$ cat config.mk
export PLATFORM = sky130hd
export DESIGN_NAME = adc_capture_ctrl
export DESIGN_NICKNAME = d
export VERILOG_FILES = /design/src/rtl/adc_capture_ctrl.sv
export SDC_FILE = /design/constraint.sdc
export NUM_CORES = 1
export LEC_CHECK = 0
export ABC_AREA = 0
export BUFFER_PORTS_ARGS = -buffer_cell sky130_fd_sc_hd__buf_2
export CORE_MARGIN = 4
export CORE_UTILIZATION = 45
export CTS_CLUSTER_DIAMETER = 200
export DETAILED_ROUTE_END_ITERATION = 16
export GPL_TIMING_DRIVEN = 0
export PLACE_DENSITY = 0.75
export SLEW_MARGIN = 5
export SYNTH_ARGS = -nofsm -noshare
export SYNTH_HDL_FRONTEND = slang
export SYNTH_SLANG_ARGS = --single-unit
$ cat constraint.sdc
create_clock -name clk -period 2.64 [get_ports clk]
set_input_delay 0.528 -clock clk [delete_from_list [all_inputs] [get_ports clk]]
set_output_delay 0.528 -clock clk [all_outputs]
set_load 0.02 [all_outputs]
$ cat src/rtl/adc_capture_ctrl.sv
// ADC capture controller: discards settle samples after start, writes a frame of
// {left,right} pairs into a sample buffer, then holds frame_ready until the FFT acks.
module adc_capture_ctrl #(
  parameter int FRAME_LEN = 1024,
  parameter int ADDR_W    = 10,
  parameter int SETTLE_N  = 16
) (
  input  logic              clk,
  input  logic              rst,
  input  logic              start,
  input  logic              stop,
  input  logic              cont,
  input  logic              din_valid,
  input  logic [19:0]       dig_l,
  input  logic [19:0]       dig_r,
  input  logic              fft_ack,
  output logic              wr_en,
  output logic [ADDR_W-1:0] wr_addr,
  output logic [39:0]       wr_data,
  output logic              ok_to_sample,
  output logic              frame_ready,
  output logic              busy,
  output logic              overrun,
  output logic [15:0]       frame_cnt
);

  localparam logic [1:0] S_IDLE    = 2'd0;
  localparam logic [1:0] S_SETTLE  = 2'd1;
  localparam logic [1:0] S_CAPTURE = 2'd2;
  localparam logic [1:0] S_DONE    = 2'd3;

  // The settle counter only needs to reach SETTLE_N-1; the SETTLE_N-th valid leaves the state.
  localparam int              SW          = (SETTLE_N < 2) ? 1 : $clog2(SETTLE_N);
  localparam logic [SW-1:0]   SETTLE_LAST = SW'((SETTLE_N > 0) ? SETTLE_N - 1 : 0);
  localparam logic [ADDR_W-1:0] IDX_LAST  = ADDR_W'(FRAME_LEN - 1);

  logic [1:0]        state_q, state_d;
  logic [ADDR_W-1:0] idx_q, idx_d;
  logic [SW-1:0]     settle_q, settle_d;
  logic              wr_en_q, wr_en_d;
  logic [ADDR_W-1:0] wr_addr_q, wr_addr_d;
  logic [39:0]       wr_data_q, wr_data_d;
  logic              ok_q, ok_d;
  logic              frame_ready_q, frame_ready_d;
  logic              overrun_q, overrun_d;
  logic [15:0]       frame_cnt_q, frame_cnt_d;

  always_comb begin
    state_d       = state_q;
    idx_d         = idx_q;
    settle_d      = settle_q;
    wr_en_d       = 1'b0;
    ok_d          = 1'b0;
    wr_addr_d     = wr_addr_q;
    wr_data_d     = wr_data_q;
    frame_ready_d = frame_ready_q;
    overrun_d     = overrun_q;
    frame_cnt_d   = frame_cnt_q;

    case (state_q)
      S_IDLE: begin
        if (start && !stop) begin
          idx_d     = '0;
          settle_d  = '0;
          overrun_d = 1'b0;
          state_d   = (SETTLE_N == 0) ? S_CAPTURE : S_SETTLE;
        end
      end
      S_SETTLE: begin
        if (stop) begin
          state_d = S_IDLE;
        end else if (din_valid) begin
          if (settle_q == SETTLE_LAST) begin
            settle_d = '0;
            state_d  = S_CAPTURE;
          end else begin
            settle_d = settle_q + 1'b1;
          end
        end
      end
      S_CAPTURE: begin
        if (stop) begin
          state_d = S_IDLE;
        end else if (din_valid) begin
          wr_en_d   = 1'b1;
          ok_d      = 1'b1;
          wr_addr_d = idx_q;
          wr_data_d = {dig_l, dig_r};
          idx_d     = idx_q + 1'b1;
          // frame_ready rises together with the final write of the frame
          if (idx_q == IDX_LAST) begin
            idx_d         = '0;
            frame_ready_d = 1'b1;
            state_d       = S_DONE;
          end
        end
      end
      S_DONE: begin
        if (din_valid) begin
          overrun_d = 1'b1;
        end
        if (fft_ack) begin
          frame_ready_d = 1'b0;
          frame_cnt_d   = frame_cnt_q + 16'd1;
          state_d       = (cont && !stop) ? S_CAPTURE : S_IDLE;
        end
      end
      default: state_d = S_IDLE;
    endcase
  end

  always_ff @(posedge clk or posedge rst) begin
    if (rst) begin
      state_q       <= S_IDLE;
      idx_q         <= '0;
      settle_q      <= '0;
      wr_en_q       <= 1'b0;
      wr_addr_q     <= '0;
      wr_data_q     <= '0;
      ok_q          <= 1'b0;
      frame_ready_q <= 1'b0;
      overrun_q     <= 1'b0;
      frame_cnt_q   <= '0;
    end else begin
      state_q       <= state_d;
      idx_q         <= idx_d;
      settle_q      <= settle_d;
      wr_en_q       <= wr_en_d;
      wr_addr_q     <= wr_addr_d;
      wr_data_q     <= wr_data_d;
      ok_q          <= ok_d;
      frame_ready_q <= frame_ready_d;
      overrun_q     <= overrun_d;
      frame_cnt_q   <= frame_cnt_d;
    end
  end

  assign wr_en        = wr_en_q;
  assign wr_addr      = wr_addr_q;
  assign wr_data      = wr_data_q;
  assign ok_to_sample = ok_q;
  assign frame_ready  = frame_ready_q;
  assign overrun      = overrun_q;
  assign frame_cnt    = frame_cnt_q;
  assign busy         = (state_q != S_IDLE);

endmodule
==> impl_results.md <==
- Outcome: finished, final reports clean
- Period minus WS final: 2031 ps
- Worst Max-Slew Pin Slew: 504.5 ps
- Max VDD drop: 0.0002665 V
- Pre-CTS WS: 700.3 ps
- # IOs: 118
- Share of the synthesized area in the top cell type: 0.5917
- Clock power share: 0.398
- Sw Ratio: 0.2156
- Pin count of the biggest net entering global routing: 35
- Int Pwr: 1882 uW
- CP Capture Type: primary output
- Flop pwr share: 0.549
- Antenna diodes: 0
- Final ANT Viol Nets: 0
- DRC errors left: 0
- TritonCTS clock tree: done
- Hpwl dp: 5714 um
- CTS H-tree depth: 3
- Iteration-0 DRC Markers: 70
- DR WL/cell: 14.74 um
- Layout Utilization: 0.5892
- Buffers added on ports: 117
- Total CTS buffers: 9
- Row Count: 32
- Pwr dens: 527.0 mW/mm^2
- Final Hold Vio Count: 0
- Final setup vio count: 0
- CP startpoint kind: register
- #FFs+latches synth: 85
- Share of cells above drive strength 1: 0.3837
- Vias per cell: 5.010
- CP Max Fanout: 10
- Setup bufs post-CTS: 0
- Nets: 451
- Clock Tree Buf Depth: 2
- Critical path startpoint: state_q[1]
- Final worst setup slack: 608.9 ps
- Final Cell Area: 0.004553 sq mm
- Mapped Area: 0.003595 sq mm
- Die Y-Extent: 97.38 um
- RSZ-0062 raised after global routing: no
- Aggregate global routing overflow: 0
- Fmax: 0.4924 GHz
- DR vias: 2535
- Static Leak: 0.002594 uW
- Area growth, synth to finish: 26.66%
- Post-Synthesis Cells: 271
- Max-Slew Margin vs Limit: 0.6630
- Kind of critical path: register to primary output
- Worst Clk Skew: 12.58 ps
- Launching point of the worst reg2reg path: state_q[0]
- Total GRT Usage: 0.1634
- Fillers: 650
- Slew Viols, Final: 0
- Combinational share of power: 0.053
- Hold slack: 206.8 ps
- Library cells used by synthesis: 45
- DR pass1 iterations: 4
- Max_cap viols: 0
- Switching pwr: 517.2 uW
- Hold Path Class: input port to asynchronous set/reset pin
- WP data required: 2110 ps
- Final wirelength: 7456 um
- Most area-consuming cells after synthesis: dfrtp_1 59%, mux2_1 15%, xnor2_1 2.7%
- Full die area: 0.009482 sq mm
- Initial antenna violation count: 0
- CTS sink cnt: 85
- Placer Congestion: 0.8175
- TNS Setup: 0 ps
- Placed Area: 0.004352 sq mm
- Initial Util: 0.4652
- Syn Nets: 321
- Hold buffer count at CTS: 0
- Synth Area per Inst: 13.26 sq um
- Worst-path clk slew: 90 ps
- Die X: 97.38 um
- First-pass GRT wire length: 12480 um
- Clock root buffer: clkbuf_8
- Post-CTS sizing: 0
- Yosys top cell by area: dfrtp_1
- Vias in the first global route: 2514
- Tcrit/Tclk final: 0.7693
- Worst-skew pair later-pin latency: 350 ps
- Synth warnings: 0
- Arrival @ worst endpoint: 1500 ps
- Core area: 0.007727 sq mm
- Seq/Total Area, Yosys: 0.5917
[Yosys cell counts, drive strengths merged]
master / instances
and4: 2
and2: 2
nor4: 1
nor2: 17
or3: 1
o21ai: 9
nor3: 1
nand4: 10
nand3: 10
and3: 3
xor2: 11
o21a: 1
a32o: 1
nand2b: 2
a21oi: 5
a22o: 1
ha: 3
buf: 8
a21o: 1
nor2b: 2
o31ai: 1
nor4b: 1
xnor2: 11
o21bai: 1
nand2: 18
inv: 5
or2: 2
dfrtp: 85
nor3b: 1
nand4b: 1
mux2: 51
a31oi: 2
and4bb: 1
[cell type report]
type	count	area, sq um	share of cell area
sequential	85	2127	0.4672
tap	102	127.6	0.02803
clock buffer	9	123.9	0.02721
timing repair buffer	119	625.6	0.1374
multi-input combinational	173	1388	0.3048
buffer	8	61.31	0.01347
inverter	5	22.52	0.004946
clock inverter	5	77.57	0.01704
[cells by family after synthesis]
logic type                 share of synthesized area
muxes                                         0.1608
and+or+nand+nor                               0.1204
DFF                                           0.5917
buffers and inverters                        0.02227
AOI/OAI and AO/OA                            0.04073
adders and majority gates                    0.01044
xor gates and xnor gates                     0.05360
[placed cells by master, fill, tap and decap left out, drive strengths merged, types with 4 or more instances in the layout]
| cell | instances |
|---|---|
| nand4 | 10 |
| dfrtp | 85 |
| xnor2 | 11 |
| mux2 | 51 |
| nand2 | 18 |
| xor2 | 11 |
| inv | 4 |
| a21oi | 5 |
| nand3 | 10 |
| nor2 | 17 |
| clkbuf | 9 |
| buf | 127 |
| o21ai | 9 |
[per-layer routing]
layer,wire [um],share of wire,global-route usage
met1,3316,0.44,0.2117
met2,3575,0.48,0.2583
met3,456,0.061,0.04235
met4,108,0.014,0.07348
met5,0,0,0
[flip-flops by register name, indices dropped and copies added (netlist names), 2 cells and up]
name and count:
wr_data 40, frame_cnt 16, idx_q 10, wr_addr 10, settle_q 4, state_q 2
[power by group through the flow]
| stage | Sequential [uW] | Combinational, uW | Clock [uW] |
|---|---|---|---|
| after floorplan | 1340 | 66.5 | 0 |
| after detailed placement | 1340 | 130 | 0 |
| after CTS | 1320 | 131 | 987 |
| final | 1320 | 127 | 955 |
| after global placement | 1340 | 118 | 0 |
| after global routing | 1320 | 145 | 1040 |
[worst max-delay path: stages (launching register included)]
cell and delay, ps:
dfrtp_1 470, buf_2 240, or2_2 300, buf_2 160
[metrics by stage]
stage / cells / total power, uW
global route: 506 / 2506
finish: 506 / 2399
detailed placement: 492 / 1474
CTS: 506 / 2435
floorplan: 271 / 1408
global placement: 490 / 1461
[worst paths after layout]
path	end	slack (ps)	cells after the start
min	frame_cnt[11]	210	2
min in group clk	wr_data[20]	390	2
max	busy	610	3
max in group asynchronous	state_q[0]	1670	4
min reg2reg	frame_cnt[15]	480	1
max reg2reg	wr_data[28]	1010	5
No activity file was read; power rests on OpenSTA's default activity.
